<file path="config.mk">
export PLATFORM = sky130hd
export DESIGN_NAME = max7219_word_tx
export DESIGN_NICKNAME = d
export VERILOG_FILES = /design/src/rtl/max7219_word_tx.sv
export SDC_FILE = /design/constraint.sdc
export NUM_CORES = 1
export LEC_CHECK = 0
export BUFFER_PORTS_ARGS = -buffer_cell sky130_fd_sc_hd__buf_4
export CAP_MARGIN = 0
export CELL_PAD_IN_SITES_DETAIL_PLACEMENT = 1
export CELL_PAD_IN_SITES_GLOBAL_PLACEMENT = 2
export CORE_UTILIZATION = 26
export DETAILED_ROUTE_END_ITERATION = 16
export PLACE_DENSITY = 0.65
export SLEW_MARGIN = 40
export SYNTH_ARGS = -nofsm -noshare
export SYNTH_HDL_FRONTEND = slang
export SYNTH_SLANG_ARGS = --single-unit
</file>
<file path="constraint.sdc">
create_clock -name clk -period 4.71 [get_ports clk]
set_clock_uncertainty 0.1 [all_clocks]
set_input_delay 1.413 -clock clk [delete_from_list [all_inputs] [get_ports clk]]
set_output_delay 1.413 -clock clk [all_outputs]
set_load 0.1 [all_outputs]
</file>
<file path="src/rtl/max7219_word_tx.sv">
// Serialises one 16-bit {address, data} word to a MAX7219 over SPI (mode 0),
// framing it with an active-low LOAD/cs and enforcing a minimum cs-high gap.
module max7219_word_tx #(
  parameter int unsigned CLK_DIV = 4,
  parameter int unsigned CS_GAP  = 2
) (
  input  logic        clk,
  input  logic        reset,
  input  logic [15:0] word_in,
  input  logic        word_valid,
  output logic        word_ready,
  output logic        busy,
  output logic        done,
  output logic        mosi,
  output logic        sclk,
  output logic        cs
);

  localparam int unsigned CNT_W    = 8;
  localparam int unsigned BIT_W    = 4;
  localparam logic [CNT_W-1:0] DIV_LAST = CNT_W'(CLK_DIV - 1);
  localparam logic [CNT_W-1:0] GAP_LAST = CNT_W'(CS_GAP - 1);
  localparam logic [BIT_W-1:0] BIT_LAST = BIT_W'(15);

  typedef enum logic [2:0] {
    S_IDLE,
    S_SETUP,
    S_HIGH,
    S_LOW,
    S_GAP
  } state_t;

  state_t           state_q, state_d;
  logic [CNT_W-1:0] div_q, div_d;
  logic [BIT_W-1:0] bit_q, bit_d;
  logic [15:0]      shift_q, shift_d;
  logic             mosi_q, mosi_d;
  logic             sclk_q, sclk_d;
  logic             cs_q, cs_d;
  logic             done_q, done_d;
  logic             busy_q, busy_d;
  logic             ready_q, ready_d;
  logic             div_end_c;

  assign div_end_c = (div_q == DIV_LAST);

  // State and output registers; reset discards any partial word.
  always_ff @(posedge clk) begin
    if (!reset) begin
      state_q <= S_IDLE;
      div_q   <= '0;
      bit_q   <= '0;
      shift_q <= '0;
      mosi_q  <= 1'b0;
      sclk_q  <= 1'b0;
      cs_q    <= 1'b1;
      done_q  <= 1'b0;
      busy_q  <= 1'b0;
      ready_q <= 1'b0;
    end else begin
      state_q <= state_d;
      div_q   <= div_d;
      bit_q   <= bit_d;
      shift_q <= shift_d;
      mosi_q  <= mosi_d;
      sclk_q  <= sclk_d;
      cs_q    <= cs_d;
      done_q  <= done_d;
      busy_q  <= busy_d;
      ready_q <= ready_d;
    end
  end

  // Next-state logic; shift_q holds the bits still to be presented on mosi.
  always_comb begin
    state_d = state_q;
    div_d   = div_q;
    bit_d   = bit_q;
    shift_d = shift_q;
    mosi_d  = mosi_q;
    sclk_d  = sclk_q;
    cs_d    = cs_q;
    done_d  = 1'b0;
    busy_d  = busy_q;
    ready_d = ready_q;

    case (state_q)
      S_IDLE: begin
        if (ready_q && word_valid) begin
          shift_d = {word_in[14:0], 1'b0};
          mosi_d  = word_in[15];
          cs_d    = 1'b0;
          sclk_d  = 1'b0;
          ready_d = 1'b0;
          busy_d  = 1'b1;
          div_d   = '0;
          bit_d   = '0;
          state_d = S_SETUP;
        end else begin
          ready_d = 1'b1;
        end
      end

      S_SETUP: begin
        if (div_end_c) begin
          div_d   = '0;
          sclk_d  = 1'b1;
          state_d = S_HIGH;
        end else begin
          div_d = div_q + CNT_W'(1);
        end
      end

      S_HIGH: begin
        if (div_end_c) begin
          div_d   = '0;
          sclk_d  = 1'b0;
          state_d = S_LOW;
          // The last bit stays on mosi once the 16th edge has sampled it.
          if (bit_q != BIT_LAST) begin
            mosi_d  = shift_q[15];
            shift_d = {shift_q[14:0], 1'b0};
          end
        end else begin
          div_d = div_q + CNT_W'(1);
        end
      end

      S_LOW: begin
        if (div_end_c) begin
          div_d = '0;
          if (bit_q != BIT_LAST) begin
            bit_d   = bit_q + BIT_W'(1);
            sclk_d  = 1'b1;
            state_d = S_HIGH;
          end else begin
            bit_d   = '0;
            cs_d    = 1'b1;
            done_d  = 1'b1;
            state_d = S_GAP;
          end
        end else begin
          div_d = div_q + CNT_W'(1);
        end
      end

      S_GAP: begin
        if (div_q == GAP_LAST) begin
          div_d   = '0;
          ready_d = 1'b1;
          busy_d  = 1'b0;
          state_d = S_IDLE;
        end else begin
          div_d = div_q + CNT_W'(1);
        end
      end

      default: state_d = S_IDLE;
    endcase
  end

  assign word_ready = ready_q;
  assign busy       = busy_q;
  assign done       = done_q;
  assign mosi       = mosi_q;
  assign sclk       = sclk_q;
  assign cs         = cs_q;

endmodule

</file>
* After elaboration in Yosys (flattened, before gate mapping)
Index checks and enable logic that the tools add are counted.
** Storage, ports and cells
- Register bits :: 37
- Output and inout bits :: 6
- Word-level logic and storage cells :: 83
** Operators by class
- Add/subtract/negate cells :: 2
- Eq/ne operators :: 15
- Multiplexer cells :: 39
- Reduce and logical (&&, ||, !) cells :: 17
** Operators with widths (count)
- 2-to-1 mux 16 bit :: 3
- case mux 16 bit (2 select lines) :: 1
- 2-to-1 mux 8 bit :: 3
- case mux 8 bit (3 select lines) :: 1
- 2-to-1 mux 3 bit :: 6
- inequality test 2 bit (second input constant) :: 8
- 2-to-1 mux 1 bit :: 15
- case mux 3 bit (5 select lines) :: 1
- 2-to-1 mux 4 bit :: 3
- AND reduction 3 bit :: 3
- adder 8 x 1 -> 8 bit (second input constant) :: 1
- == test 8 x 1 -> 1 bit (second input constant) :: 1
- == test 8 x 2 -> 1 bit (second input constant) :: 1
- case mux 1 bit (2 select lines) :: 4
- case mux 4 bit (2 select lines) :: 1
- AND reduction 4 bit :: 2
- == test 3 x 2 -> 1 bit (second input constant) :: 2
- AND reduction 6 bit :: 1
- nonzero test 2 bit :: 3
- AND reduction 5 bit :: 1
- adder 4 x 1 -> 4 bit (second input constant) :: 1
- inequality test 4 bit (second input constant) :: 1
- case mux 1 bit (4 select lines) :: 1
- AND reduction 2 bit :: 2
- other kinds (7) :: 7

* Logic depth before layout (Yosys ltp)
- Word-level depth :: 4
- Mapped depth :: 7
- Mapped depth without buffers :: 5

* Worst setup path after synthesis
Ideal clock, no wire load.
- Path type :: input-to-reg
- Start point :: in word_valid
- End point :: reg mosi_q, in the netlist mosi
- Setup time :: 0.086 ns
- Arrival :: 2.453 ns
- Required time :: 4.524 ns
- Path slack :: 2.071 ns
- Stages on the path :: 6
- Buffers on the path :: 2
- Path through :: and3b_2 a41o_2 and2_4 buf_8 buf_12 a211oi_1
** Between the ends
- Cells in the longest elaborated chain, start to end :: 3
** Ends and longest elaborated chain
- from (decl) :: line 10 : input logic word_valid,
- logical AND 1 bit :: line 89 : if (ready_q && word_valid) begin
- inequality test 2 bit (no line)
- AND reduction 4 bit (no line)
- to (signal assigned) :: line 65 : mosi_q <= mosi_d;
- to (decl) :: line 37 : logic mosi_q, mosi_d;
No other way between the ends.
A chain may end at the register's enable or synchronous reset.

* Final worst setup path
- Start point :: in reset
- End point :: reg bit_q[2]
** RTL lines
- from (decl) :: line 8 : input logic reset,
- to (signal assigned) :: line 63 : bit_q <= bit_d;
- to (decl) :: line 35 : logic [BIT_W-1:0] bit_q, bit_d;
No word-level cell between the ends.

==> run metrics <==
run status finished clean; DRC viols 0; area of the multi-input gates 1040 um2; Max Cap Viol 0; setup TNS 0 ns; Core Box Area between 7000 and 8000 um2; initial core utilization about a quarter; setup ws final 2.07 ns; Top FF cell, synth dfxtp_1; wire length per cell 14.6 um; Crit path depth 3; routed via count 1601; startpoint types input port; Hold Path Depth 2; CP top delay family buffers and inverters; Hold Buf Count CTS 0; Finished Core Util 30.7%; reg2reg start div_q[0]$_SDFFE_PN0P_; Final min period 2.64 ns; M1 WL ~2400 um; CTS buffer count 5; Synth top area share 37.4%; wire length on met2 roughly 2200 um; syn_nets 230; Commonest cells post-synth dfxtp_1 (36), a21oi_1 (25), a211oi_1 (19), mux2i_1 (18), nand2_1 (11); final RePlAce weighted congestion 0.669; #FFs+latches synth 36; die area 7770 um2; worst hold path class reg -> reg; Post-synth EDFFs 0; Antenna Cells 0; most frequent cell after synthesis dfxtp_1; top sig layer met4; CTS Root Cell clkbuf_8; Filler cells 870; Area contributors post-synth dfxtp_1 (37%), mux2i_1 (9.3%), a211oi_1 (7.4%), a21oi_1 (6.5%), nand3_1 (2.3%); kind of critical path in -> reg; Tcrit/Tclk final between 50% and 60%; reg2reg path depth 5; number of global-route vias before repair ~1600; Peak VDD IR around 0.000093 V; Worst path max stage delay roughly 0.6 ns; Mapped Area 1930 um2; HP Start shift_q[1]$_SDFFE_PN0P_; CTS clock-pin slew for the worst setup and hold paths 0.08 ns; Die W 88.1 um; final wirelength 4740 um; RSZ-0062 raised after global routing false; Fin. Hold Viols 0; Worst Path Arrival about 2.7 ns; Final setup viols 0; CTS tree done; Synth Instances 208; Post-Route Hold Slack 0.365 ns; reg-to-reg slack, setup 2.44 ns; Pwr Density 349 nW/um2; Detailed Place HPWL 3270 um; Synth Warn # 0; crit-path cells buf_4, clkinv_1, o41ai_1; GRT Overall Usage 13.3%; crit-path max FO 25; Worst Max-Slew Pin Slew a little under 0.7 ns; Synth async-reset ratio 0%; Vias/cell 4.91; antenna-violating nets left 0; Hold EP shift_q[1]$_SDFFE_PN0P_; worst path required time 4.79 ns; layout cell share with drive strength beyond 1 20.3%; WP buf/inv 2; cell taking the most area after synthesis dfxtp_1; CTS Sinks 36; Yosys cell types 50; Slew headroom 54.2%; total grt overflow 0; Final #Nets 248; Initial DRC Count 35; Die Y a little under 90 um; largest buffer count on any clock path 2; Layout area overhead 14.9%; total power draw 0.774 mW; R2R Path End shift_q[1]$_SDFFE_PN0P_; largest net degree at the start of global routing 26; Boundary Pins 25; critical path's slowest cell clkinv_1; PortBufs 24; initial antenna violation count 0; row cnt 31; post-CTS setup buffer count 0; PostCTS Resize Cnt 0; clk_lat worst skew 0.29 ns; Syn Area/Cell 9.28 um2; CTS H-Tree Depth 2; met3 wire length 86 um; Final Slew Violations 0; fmax 0.378 GHz; sequential cell area 721 um2; crit end category flop; Initial DRT Pass Iterations 3; register area share after synthesis 37.4%; first-pass GRT wire length between 7000 and 8000 um; Lkg Pwr 0.771 nW; Placement Setup Slack 1.87 ns
-- how the worst max path moves through the flow --
stage / endpoint / slack, ns / from
2_1_floorplan: mosi$_SDFFE_PN0P_ / 2.07 / word_valid
3_3_place_gp: shift_q[7]$_SDFFE_PN0P_ / 1.93 / word_valid
3_5_place_dp: shift_q[2]$_SDFFE_PN0P_ / 1.87 / word_valid
4_1_cts: word_ready / 2.13 / word_ready$_SDFFE_PN0P_
5_1_grt: state_q[0]$_SDFFE_PN0P_ / 1.82 / reset
6_report: bit_q[2]$_SDFFE_PN0P_ / 2.07 / reset
-- logic make-up after synthesis --
| family | count (synthesis) | synth area share [%] |
|---|---|---|
| XOR/XNOR | 1 | 0.454 |
| flip-flops | 36 | 37.4 |
| AO/OA/AOI/OAI | 71 | 24.3 |
| adder cells (fa/ha/maj) | 3 | 1.95 |
| AND/OR/NAND/NOR | 54 | 16.4 |
| multiplexers | 19 | 9.92 |
| buffers and inverters | 24 | 9.60 |
-- worst register-to-register path, cell delays in order, from the launching register on --
cell and delay [ns]:
dfxtp_1 0.42, ha_1 0.24, nor3b_2 0.44, a41o_2 0.48, and2_4 0.33, mux2i_1 0.21
-- cell usage in the layout (no fill, tap or decap), types with 2 or more instances in the layout --
cell      instances
nand3_1           9
clkbuf_8          5
ha_1              3
dfxtp_1          36
mux2i_1          18
a211oi_1         18
nor2_1            7
o21a_1            3
o21bai_1          2
o221ai_1          4
a21oi_1          25
nand4_1           3
o21ai_0           6
nand2_1          11
inv_1             8
and2_2            2
and3_1            2
o22ai_1           2
and2_1            2
buf_4            26
nor3_1            5
-- metal layers --
| metal | global-route usage [%] | vias up |
|---|---|---|
| met3 | 2.36 | 7 |
| met2 | 21.5 | 13 |
| met1 | 17.5 | 767 |
| met5 | 0 | - |
| met4 | 5.28 | 0 |
| li1 | - | 814 |
-- final cells by class --
| class | instances | area share [%] |
|---|---|---|
| multi-input combinational | 148 | 46.7 |
| sequential | 36 | 32.5 |
| timing repair buffer | 26 | 8.80 |
| tap | 99 | 5.59 |
| clock buffer | 6 | 3.27 |
| clock inverter | 2 | 1.58 |
| inverter | 9 | 1.52 |
-- stage by stage --
step	cells	area, um2
after floorplan	208	1930
after global placement	318	2100
after detailed placement	318	2110
after CTS	326	2220
after global routing	326	2220
final	326	2220
-- power by group --
part,internal [mW],switching (mW),total [mW]
clock network,0.157,0.118,0.276
registers,0.325,0.0179,0.343
logic,0.0593,0.0958,0.155
total,0.542,0.232,0.774
-- registers in the layout, summed over array words and instances (netlist names) --
name and cells:
word_ready 1, cs 1, done 1, shift_q 15, mosi 1, div_q 8
bit_q 4, sclk 1, busy 1, state_q 3
Note: power is estimated with default switching activity, not from simulation.
